## config.mk

```make
export PLATFORM = sky130hd
export DESIGN_NAME = grey_sweep_ctrl
export DESIGN_NICKNAME = d
export VERILOG_FILES = /design/src/rtl/grey_pkg.sv /design/src/rtl/bin_to_grey.sv /design/src/rtl/grey_sweep_ctrl.sv
export SDC_FILE = /design/constraint.sdc
export NUM_CORES = 1
export LEC_CHECK = 0
export CAP_MARGIN = 0
export CORE_UTILIZATION = 50
export CTS_BUF_LIST = sky130_fd_sc_hd__clkbuf_4 sky130_fd_sc_hd__clkbuf_8
export CTS_CLUSTER_SIZE = 25
export DETAILED_ROUTE_END_ITERATION = 12
export PLACE_DENSITY = 0.77
export SYNTH_ARGS = -nofsm -noshare
export SYNTH_HDL_FRONTEND = slang
export SYNTH_SLANG_ARGS = --single-unit
```

## constraint.sdc

```tcl
create_clock -name clk -period 3.6 [get_ports clk]
set_clock_uncertainty 0.2 [all_clocks]
set_input_delay 0.54 -clock clk [delete_from_list [all_inputs] [get_ports clk]]
set_output_delay 0.54 -clock clk [all_outputs]
set_load 0.005 [all_outputs]
```

## src/rtl/grey_pkg.sv

```systemverilog
// Shared types and helpers for the Grey sweep sequencer.
package grey_pkg;

    localparam int GREY_W = 5;

    typedef enum logic [1:0] {
        IDLE = 2'd0,
        RUN  = 2'd1,
        DONE = 2'd2
    } state_t;

    function automatic logic [GREY_W-1:0] bin2grey(
        input logic [GREY_W-1:0] b
    );
        return b ^ (b >> 1);
    endfunction

endpackage

```

## src/rtl/bin_to_grey.sv

```systemverilog
// 5-bit binary to Grey converter, scalar bit ports.
module bin_to_grey (
    input  logic b4,
    input  logic b3,
    input  logic b2,
    input  logic b1,
    input  logic b0,
    output logic g4,
    output logic g3,
    output logic g2,
    output logic g1,
    output logic g0
);

    assign g4 = b4;
    assign g3 = b4 ^ b3;
    assign g2 = b3 ^ b2;
    assign g1 = b2 ^ b1;
    assign g0 = b1 ^ b0;

endmodule

```

## src/rtl/grey_sweep_ctrl.sv

```systemverilog
// Sweeps a binary range, streams binary/Grey pairs and checks
// that every non-wrap step flips exactly one Grey bit.
module grey_sweep_ctrl
    import grey_pkg::*;
#(
    parameter int CNT_W = 8
) (
    input  logic              clk,
    input  logic              rst,
    input  logic              start,
    input  logic              stop,
    input  logic [GREY_W-1:0] lo,
    input  logic [GREY_W-1:0] hi,
    input  logic              dir,
    input  logic              mode,
    input  logic              out_ready,
    output logic              out_valid,
    output logic [GREY_W-1:0] bin_out,
    output logic [GREY_W-1:0] grey_out,
    output logic              busy,
    output logic              done,
    output logic              err_range,
    output logic              err_adj,
    output logic [CNT_W-1:0]  xfer_cnt
);

    state_t            state;
    logic [GREY_W-1:0] lo_q;
    logic [GREY_W-1:0] hi_q;
    logic              dir_q;
    logic              mode_q;
    logic [GREY_W-1:0] prev_grey;
    logic              have_prev;
    logic              skip;

    logic [GREY_W-1:0] first_v;
    logic [GREY_W-1:0] last_v;
    logic [GREY_W-1:0] nxt;
    logic [GREY_W-1:0] nxt_g;
    logic              at_end;
    logic              xfer;

    always_comb begin
        first_v = dir_q ? hi_q : lo_q;
        last_v  = dir_q ? lo_q : hi_q;
        at_end  = (bin_out == last_v);
        xfer    = out_valid & out_ready;
        nxt     = bin_out;
        if (state == IDLE)
            nxt = dir ? hi : lo;
        else if (at_end)
            nxt = first_v;
        else if (dir_q)
            nxt = bin_out - GREY_W'(1);
        else
            nxt = bin_out + GREY_W'(1);
    end

    bin_to_grey u_conv (
        .b4 (nxt[4]),
        .b3 (nxt[3]),
        .b2 (nxt[2]),
        .b1 (nxt[1]),
        .b0 (nxt[0]),
        .g4 (nxt_g[4]),
        .g3 (nxt_g[3]),
        .g2 (nxt_g[2]),
        .g1 (nxt_g[1]),
        .g0 (nxt_g[0])
    );

    always_ff @(posedge clk) begin
        if (rst) begin
            state     <= IDLE;
            lo_q      <= '0;
            hi_q      <= '0;
            dir_q     <= 1'b0;
            mode_q    <= 1'b0;
            prev_grey <= '0;
            have_prev <= 1'b0;
            skip      <= 1'b0;
            out_valid <= 1'b0;
            bin_out   <= '0;
            grey_out  <= '0;
            busy      <= 1'b0;
            done      <= 1'b0;
            err_range <= 1'b0;
            err_adj   <= 1'b0;
            xfer_cnt  <= '0;
        end else begin
            done <= 1'b0;
            unique case (state)
                IDLE: begin
                    if (start) begin
                        if (lo > hi) begin
                            err_range <= 1'b1;
                        end else begin
                            lo_q      <= lo;
                            hi_q      <= hi;
                            dir_q     <= dir;
                            mode_q    <= mode;
                            bin_out   <= nxt;
                            grey_out  <= nxt_g;
                            out_valid <= 1'b1;
                            busy      <= 1'b1;
                            xfer_cnt  <= '0;
                            err_adj   <= 1'b0;
                            have_prev <= 1'b0;
                            skip      <= 1'b0;
                            state     <= RUN;
                        end
                    end
                end
                RUN: begin
                    if (xfer) begin
                        if (xfer_cnt != '1)
                            xfer_cnt <= xfer_cnt + CNT_W'(1);
                        // reference grey from the package, not the converter
                        if (have_prev && !skip &&
                            $countones(prev_grey ^ grey_out) != 1)
                            err_adj <= 1'b1;
                        prev_grey <= bin2grey(bin_out);
                        have_prev <= 1'b1;
                        skip      <= at_end;
                        if (!at_end || mode_q) begin
                            bin_out  <= nxt;
                            grey_out <= nxt_g;
                        end
                    end
                    if (stop || (xfer && at_end && !mode_q)) begin
                        out_valid <= 1'b0;
                        busy      <= 1'b0;
                        done      <= 1'b1;
                        state     <= DONE;
                    end
                end
                DONE: state <= IDLE;
                default: state <= IDLE;
            endcase
        end
    end

endmodule

```

==> run_results.csv, run 1 <==
group,metric,value,unit
power_and_ir_drop,leakage,0.00116,µW
power_and_ir_drop,seqPwrFrac,42.4,%
grt,track_usage,20.3,%
layout,nets,330,
sta,drv_slew,0,
clock_network,clkTransAtPathRegs,0.08,ns
route,drc,0,
yosys,synth_edf_count,0,
clock_network,cts_tree,"yes",
yosys,synthAdderAreaFrac,7.41,%
yosys,synth_compound_area_share,19.2,%
power_and_ir_drop,intPower,862,µW
sta,finalSetupTns,0,ns
layout,diodes,0,
sta,setup_viol,0,
power_and_ir_drop,power_density,425,nW/µm²
die,io_pins,40,
route,drt_wl_total,4950,µm
setup_path,r2r_slack,0.84,ns
clock_network,cts_max_path_buffers,2,
route,routedWlPerCell,13.4,µm
job,cap_violations,0,
power_and_ir_drop,p_sw_share,32.8,%
die,fp.coreArea,4750,µm²
die,die_y,72.7,µm
yosys,netlist.area_leader.share,33.7,%
route,first_pass_iters,4,
yosys,synth.avg_cell_area,9.46,µm²
sta,max_freq,0.334,GHz
power_and_ir_drop,p_comb_share,32.2,%
grt,antenna_found_initial,0,
sta,slew_headroom,49.1,%
hold_path,hp-class,"register to register",
layout,layout-drive-gt1-share,12.6,%
yosys,synth_cell_types,46,
yosys,ys_seq_area_share,33.7,%
clock_network,clockRootBuffer,"clkbuf_8",
power_and_ir_drop,p_total,1280,µW
sta,finalCritPeriodShare,83.3,%
power_and_ir_drop,clock_power_share,25.4,%
grt,grt_overflow,0,
route,vias_per_cell,5.32,
route,ant_nets,0,
power_and_ir_drop,ir_worst_vdd,0.000279,V
yosys,synth_top_family_by_area,"compound AO/OA/AOI/OAI gates",
place,globalplace.congestion,0.776,
clock_network,post_cts.repair.setup_buffers,0,
yosys,synthesis.nets,294,
setup_path,critPathKind,"primary input to register",
sta,whs,0.244,ns
setup_path,cp_max_fo,5,
yosys,yosys.area_share.simple,14.2,%
layout,syn2layout_area_growth,20.8,%
place,dp_hpwl,3760,µm
route,drt_iter0_drc,126,
die,rows,25,
setup_path,worst-endpoint-arrival,3.03,ns
yosys,synth_top_cells_by_area,"dfxtp_1 (34%), mux2i_1 (9.6%), nor2_1 (6.2%)",
power_and_ir_drop,switching_power,420,µW
setup_path,cp-start-kind,"primary input",
yosys,synth_area,2500,µm²
yosys,synth_cells,264,
setup_path,cp-end-kind,"register",
sta,worst_slew_pin_slew,0.763,ns
clock_network,cts_hold_buf,0,
sta,hold_violations,0,
yosys,synth_xor_area_share,9.12,%
setup_path,required,3.63,ns
yosys,async_reset_ff_share,0,%
status,status,"complete, no violations",
yosys,synth_flop_cell,"dfxtp_1",
yosys,ys_ff_latch,42,
place,portBuffers,39,
sta,period_minus_slack,3.00,ns
grt,grt_pass1_wl,8330,µm
clock_network,clk_latency,0.30,ns
die,initial_core_util,52.5,%
yosys,yosysWarnings,0,
clock_network,ctsHtreeMaxLevel,2,
die,die_w,72.7,µm
grt,grt_max_degree,26,
clock_network,post_cts_resized,0,
yosys,synthMuxAreaShare,11.4,%
clock_network,clock-sinks,42,
die,dieArea,5280,µm²
clock_network,cts_made_buffers,5,
route,vias,1958,
sta,grt_setup_unrepaired,"false",
grt,grt_pass1_vias,1798,
yosys,synth_top_area_cell,"dfxtp_1",
[cell type report]
| type | instances | area [µm²] |
|---|---|---|
| clock buffers | 7 | 90.1 |
| repair buffers | 45 | 435 |
| clock inverters | 1 | 5.00 |
| multi-input cells | 198 | 1530 |
| well taps | 67 | 83.8 |
| fillers | 424 | 1740 |
| inverters | 8 | 30.0 |
| flip-flops and latches | 42 | 841 |
[final timing paths]
| check | endpoint | from | depth (start not counted) |
|---|---|---|---|
| setup / recovery | err_adj$_SDFFE_PP0P_ | hi[2] | 10 |
| setup reg to reg | grey_out[3]$_SDFFE_PP0P_ | dir_q$_SDFFE_PP0P_ | 8 |
| hold / removal | err_adj$_SDFFE_PP0P_ | err_adj$_SDFFE_PP0P_ | 2 |
| hold reg to reg | err_adj$_SDFFE_PP0P_ | err_adj$_SDFFE_PP0P_ | 2 |
[layout by cell type (no fill, tap or decap), drive strengths merged, types with 2 or more instances in the layout]
master | synthesis | routed
nand3 | 4 | 4
mux2i | 24 | 24
xor2 | 13 | 13
o21ai | 8 | 8
a22oi | 5 | 5
clkdlybuf4s50 | 0 | 39
clkbuf | 7 | 7
or4 | 2 | 2
a31oi | 5 | 5
nand2b | 2 | 2
a21o | 5 | 5
nor3 | 5 | 5
nor3b | 2 | 2
a211oi | 14 | 14
a21oi | 11 | 11
mux2 | 4 | 4
o31ai | 2 | 2
dfxtp | 42 | 42
inv | 8 | 8
nand2 | 9 | 9
nor2 | 42 | 42
o211ai | 2 | 2
xnor2 | 13 | 13
o21ba | 2 | 2
fa | 3 | 3
nand4 | 2 | 2
buf | 9 | 6
ha | 10 | 10
[worst max-delay path, cell delays in order]
cell and delay, ns:
clkdlybuf4s50_1 0.49, inv_1 0.05, ha_1 0.29, a21o_1 0.16, a21o_1 0.19, a211oi_2 0.32, o21ba_2 0.25, nor2_1 0.08
or4b_1 0.52, a21oi_1 0.14
[through the flow]
step | area, µm² | std cells | setup WS (ns) | utilization [%]
final | 3020 | 368 | 0.602 | 63.5
after global routing | 3020 | 368 | 0.472 | 63.5
after CTS | 3020 | 368 | 0.601 | 63.5
after detailed placement | 2920 | 360 | 0.326 | 61.5
after global placement | 2920 | 360 | 0.351 | 61.5
after floorplan | 2500 | 264 | 0.946 | -
[cells in the mapped netlist, drive strengths merged, types with 7 or more instances]
master,number
dfxtp,42
nor2,42
mux2i,24
a211oi,14
xnor2,13
xor2,13
a21oi,11
ha,10
buf,9
nand2,9
inv,8
o21ai,8
clkbuf,7
[routing by layer]
metal / up-vias / GRT usage (%) / share of wire [%]
li1: 999 / - / -
met5: - / 0 / 0
met4: 0 / 7.41 / 1.6
met1: 908 / 26.6 / 48
met2: 44 / 32.9 / 47
met3: 7 / 4.28 / 3.5
[power groups by stage]
stage	Clock (µW)	Sequential, µW	Combinational (µW)
after floorplan	0	538	321
after global placement	0	553	409
after detailed placement	0	554	413
after CTS	329	543	417
after global routing	347	549	457
final	326	543	413
[sequential cells by signal (all words and copies together) (netlist names), 2 cells and up]
signal and count:
lo_q 5, grey_out 5, state 2, xfer_cnt 8, hi_q 5, prev_grey 5, bin_out 4
[cells by family (layout without fill, tap and decap cells)]
family                   after synthesis  count (layout)
AO/OA/AOI/OAI                         57              57
XOR/XNOR                              26              26
adder cells (fa/ha/maj)               13              13
buffers and inverters                 24              61
flip-flops                            42              42
multiplexers                          28              28
AND/OR/NAND/NOR                       74              74
(Power assumes the default switching activity.)
==> run 2: changes to the inputs <==
- PLACE_DENSITY: 0.77 -> 0.8
- clock period: 3.6 -> 2.6 ns (I/O delays scaled with it)
==> run_results.csv, run 2 (synthesis gave the netlist of run 1 again) <==
group,metric,value,unit
clock_network,clkTransAtPathRegs,0.08,ns
hold_path,hp-class,"register to register",
sta,period_minus_slack,2.59,ns
layout,stdcell_area,3420,µm²
sta,slew_headroom,65.3,%
die,fp.coreArea,4750,µm²
grt,grt_max_degree,19,
grt,grt_overflow,0,
route,vias_per_cell,5.44,
sta,setup_viol,0,
clock_network,clock-sinks,42,
setup_path,max_stage_delay,0.49,ns
layout,syn2layout_area_growth,36.9,%
power_and_ir_drop,leakage,0.00137,µW
sta,hold_violations,0,
clock_network,cts_made_buffers,5,
layout,diodes,0,
clock_network,clockRootBuffer,"clkbuf_8",
layout,final-seq-area,852,µm²
setup_path,cp-start-kind,"register",
route,ant_nets,0,
sta,finalCritPeriodShare,99.6,%
layout,multi_input_area,1650,µm²
route,drt_iter0_drc,89,
power_and_ir_drop,p_total,2000,µW
sta,whs,0.275,ns
route,drt_wl_total,5900,µm
hold_path,worst_hold_path.num_cells,2,
place,placed_cells,391,
status,status,"complete, no violations",
sta,max_freq,0.386,GHz
layout,nets,364,
grt,antenna_found_initial,0,
power_and_ir_drop,power_density,585,nW/µm²
layout,top_register,"xfer_cnt",
layout,largest_register_ff_count,8,
place,dpl_cell_area,3160,µm²
job,cap_violations,0,
power_and_ir_drop,ir_worst_vdd,0.000330,V
setup_path,cp_max_fo,2,
sta,drv_slew,0,
clock_network,ctsHtreeMaxLevel,2,
setup_path,worst-endpoint-arrival,2.63,ns
setup_path,required,2.64,ns
clock_network,cts_hold_buf,0,
route,drc,0,
die,initial_core_util,52.5,%
clock_network,clk_latency,0.30,ns
die,io_pins,40,
grt,track_usage,24.0,%
die,die_y,72.7,µm
hold_path,holdCritStartpoint,"skip$_SDFFE_PP0P_",
clock_network,cts_max_path_buffers,2,
layout,layout-drive-gt1-share,28.7,%
sta,grt_setup_unrepaired,"true",
setup_path,timing.rr.end,"err_adj$_SDFFE_PP0P_",
layout,final_cell_mix,"nor2_1 (39), buf_4 (39), dfxtp_1 (35)",
grt,grt_pass1_vias,2123,
setup_path,path_cells,"xor2_2, fa_1, fa_2, ha_4, nor3b_2, or4b_1, a21oi_2",
setup_path,r2r_slack,0.01,ns
die,die_w,72.7,µm
route,first_pass_iters,4,
setup_path,slowest_stage,"fa_1",
place,dp_hpwl,4330,µm
die,rows,25,
place,portBuffers,39,
setup_path,cp-end-kind,"register",
die,dieArea,5280,µm²
layout,fillers,382,
place,globalplace.congestion,0.854,
sta,worst_slew_pin_slew,0.516,ns
setup_path,critPathKind,"register to register",
grt,grt_pass1_wl,9740,µm
clock_network,cts_tree,"yes",
layout,instances_no_fill,402,
setup_path,rr_startpoint,"grey_out[3]$_SDFFE_PP0P_",
setup_path,r2r_cells,7,
route,vias,2185,
route,routedWlPerCell,14.7,µm
hold_path,holdPathEnd,"skip$_SDFFE_PP0P_",
## run 2: area by class of cell
class / instances / share of cell area, %
flip-flops and latches: 42 / 24.9
clock buffers: 7 / 2.45
well taps: 67 / 2.45
inverters: 8 / 0.878
clock inverters: 1 / 0.878
multi-input cells: 198 / 48.2
repair buffers: 79 / 20.2
## run 2: repair_timing
| item | CTS | global route |
|---|---|---|
| gates resized for setup | 25 | 11 |
| pin swaps | 12 | 2 |
| endpoints found under the setup margin | 31 | 11 |
| setup buffers | 2 | 1 |
## run 2: worst max-delay path by stage
stage / cells after the start / start / to
global route: 7 / grey_out[3]$_SDFFE_PP0P_ / err_adj$_SDFFE_PP0P_
detailed placement: 12 / hi[2] / xfer_cnt[3]$_SDFFE_PP0P_
floorplan: 7 / grey_out[1]$_SDFFE_PP0P_ / err_adj$_SDFFE_PP0P_
global placement: 10 / hi[2] / err_adj$_SDFFE_PP0P_
CTS: 7 / prev_grey[3]$_SDFFE_PP0P_ / err_adj$_SDFFE_PP0P_
finish: 7 / grey_out[3]$_SDFFE_PP0P_ / err_adj$_SDFFE_PP0P_
## run 2: where the power goes
group	total, µW	switching [µW]	internal (µW)
sequential	733	43.9	689
combinational	731	367	365
clock	535	226	308
## run 2: metal layers
layer  vias to the layer above  routed length, µm  track usage [%]
met3                        15                211             5.66
met2                        61               3070             42.3
li1                       1068                  -                -
met4                         0                120             9.59
met5                         -                  0                0
met1                      1041               2500             28.1
## run 2: through the flow
step                setup TNS (ns)  utilization, %  setup WS, ns
CTS                       -0.00149            70.8      -0.00149
detailed placement          -12.91            66.4        -0.491
floorplan                        0               -        0.0134
global placement            -11.08            66.4        -0.434
global route               -0.0516            71.9       -0.0418
finish                           0            71.9       0.00979
## run 2: critical path: cells and delay by family (launching register included)
kind                       cells  cell delay [ns]
adders and majority gates      3             1.13
xor gates and xnor gates       1             0.18
and+or+nand+nor                2             0.53
DFF                            1             0.34
AOI/OAI and AO/OA              1             0.15
==> run 3: changes to the inputs <==
- SETUP_SLACK_MARGIN: not set -> 0.05
==> run_results.csv, run 3 (synthesis gave the netlist of run 1 again) <==
group,metric,value,unit
route,vias_per_cell,5.47,
clock_network,clockRootBuffer,"clkbuf_8",
die,rows,25,
layout,top_register,"xfer_cnt",
route,ant_nets,0,
sta,grt_setup_unrepaired,"true",
sta,finalCritPeriodShare,98.1,%
sta,whs,0.269,ns
hold_path,hp-class,"register to register",
layout,syn2layout_area_growth,37.0,%
clock_network,cts_max_path_buffers,2,
route,drc,0,
route,vias,2197,
power_and_ir_drop,seqPwrFrac,37.1,%
route,drt_wl_total,5730,µm
status,status,"complete, no violations",
setup_path,max_stage_delay,0.49,ns
grt,grt_pass1_wl,9470,µm
power_and_ir_drop,leakage,0.00139,µW
layout,nets,365,
setup_path,cp_max_fo,2,
setup_path,critPathKind,"register to register",
die,dieArea,5280,µm²
grt,grt_overflow,0,
clock_network,cts_tree,"yes",
clock_network,ctsHtreeMaxLevel,2,
power_and_ir_drop,intPower,1350,µW
die,fp.coreArea,4750,µm²
die,io_pins,40,
power_and_ir_drop,power_density,578,nW/µm²
grt,grt_max_degree,19,
die,initial_core_util,52.5,%
power_and_ir_drop,switching_power,623,µW
layout,diodes,0,
clock_network,clk_latency,0.29,ns
setup_path,required,2.63,ns
sta,max_freq,0.392,GHz
grt,track_usage,23.1,%
sta,drv_slew,0,
layout,layout-drive-gt1-share,27.2,%
layout,stdcell_area,3420,µm²
sta,worst_slew_pin_slew,0.571,ns
sta,slew_headroom,61.6,%
layout,final_cell_mix,"nor2_1 (40), dfxtp_1 (36), buf_4 (36)",
sta,hold_violations,0,
grt,antenna_found_initial,0,
die,die_y,72.7,µm
place,dpl_cell_area,3170,µm²
place,dp_hpwl,4090,µm
clock_network,clock-sinks,42,
route,drt_iter0_drc,151,
place,globalplace.congestion,0.829,
clock_network,clkTransAtPathRegs,0.08,ns
layout,largest_register_ff_count,8,
power_and_ir_drop,p_sw_share,31.5,%
setup_path,slowest_stage,"fa_1",
sta,period_minus_slack,2.55,ns
place,portBuffers,39,
power_and_ir_drop,clock_power_share,26.8,%
sta,setup_viol,0,
power_and_ir_drop,p_comb_share,36.1,%
route,first_pass_iters,4,
setup_path,worst-endpoint-arrival,2.58,ns
die,die_w,72.7,µm
grt,grt_pass1_vias,2046,
power_and_ir_drop,p_total,1980,µW
layout,layout_commonest_cell,"nor2_1",
route,routedWlPerCell,14.3,µm
job,cap_violations,0,
setup_path,cp-end-kind,"register",
clock_network,cts_made_buffers,5,
setup_path,cp-start-kind,"register",
power_and_ir_drop,ir_worst_vdd,0.000341,V
sta,finalSetupTns,0,ns
setup_path,path_cells,"xor2_2, fa_1, fa_2, ha_1, nor3b_1, or4b_1, a21oi_2",
-- run 3: cell count changes in the layout (fill, tap and decap cells not counted), moves of 2 or more --
cell,previous run,this run
buf_6,1,5
buf_4,39,36
dlymetal6s2s_1,1,4
clkbuf_4,2,0
dlygate4sd2_1,6,4
-- run 3: final timing paths --
check / startpoint / to / slack (ns) / cells past startpoint
setup / recovery: prev_grey[0]$_SDFFE_PP0P_ / err_adj$_SDFFE_PP0P_ / 0.05 / 7
hold / removal: skip$_SDFFE_PP0P_ / skip$_SDFFE_PP0P_ / 0.27 / 2
setup reg to reg: prev_grey[0]$_SDFFE_PP0P_ / err_adj$_SDFFE_PP0P_ / 0.05 / 7
hold reg to reg: skip$_SDFFE_PP0P_ / skip$_SDFFE_PP0P_ / 0.27 / 2
-- run 3: through the flow --
stage               utilization [%]  setup WS, ns  std cells
floorplan                         -        0.0613        264
finish                         71.9        0.0498        402
global placement               66.8        -0.428        393
global route                   71.9      -0.00635        402
CTS                            70.8        0.0572        401
detailed placement             66.8        -0.462        393
-- run 3: critical path, delay by kind of cell, from the launching register on --
family	cells	cell delay, ns
simple gates	2	0.53
compound gates	1	0.13
flops	1	0.34
xor+xnor	1	0.18
fa+ha+maj	3	1.11
-- run 3: area by class of cell --
type	count	area, µm²
multi-input cells	198	1620
fillers	362	1330
flip-flops and latches	42	851
repair buffers	80	722
well taps	67	83.8
clock buffers	6	82.6
clock inverters	1	30.0
inverters	8	30.0
-- run 3: timing repair --
action / CTS / global route
hold buffers: 0 / 0
setup buffers: 1 / 1
cloned: 0 / 0
pin swaps: 7 / 5
endpoints found under the setup margin: 31 / 17
gates resized for setup: 20 / 14
-- run 3: power by group through the flow --
stage | combinational, µW | sequential (µW) | clock (µW)
final | 713 | 734 | 529
after global routing | 775 | 741 | 553
after CTS | 698 | 732 | 531
after detailed placement | 669 | 744 | 0
after global placement | 659 | 742 | 0
after floorplan | 446 | 746 | 0
-- run 3: routing by layer --
| layer | routed length, µm | vias to the layer above | part of all wire (%) | global-route usage (%) |
|---|---|---|---|---|
| met2 | 2840 | 60 | 50 | 38.7 |
| met4 | 122 | 0 | 2.1 | 9.37 |
| li1 | - | 1074 | - | - |
| met5 | 0 | - | 0 | 0 |
| met3 | 189 | 11 | 3.3 | 3.18 |
| met1 | 2580 | 1052 | 45 | 29.9 |
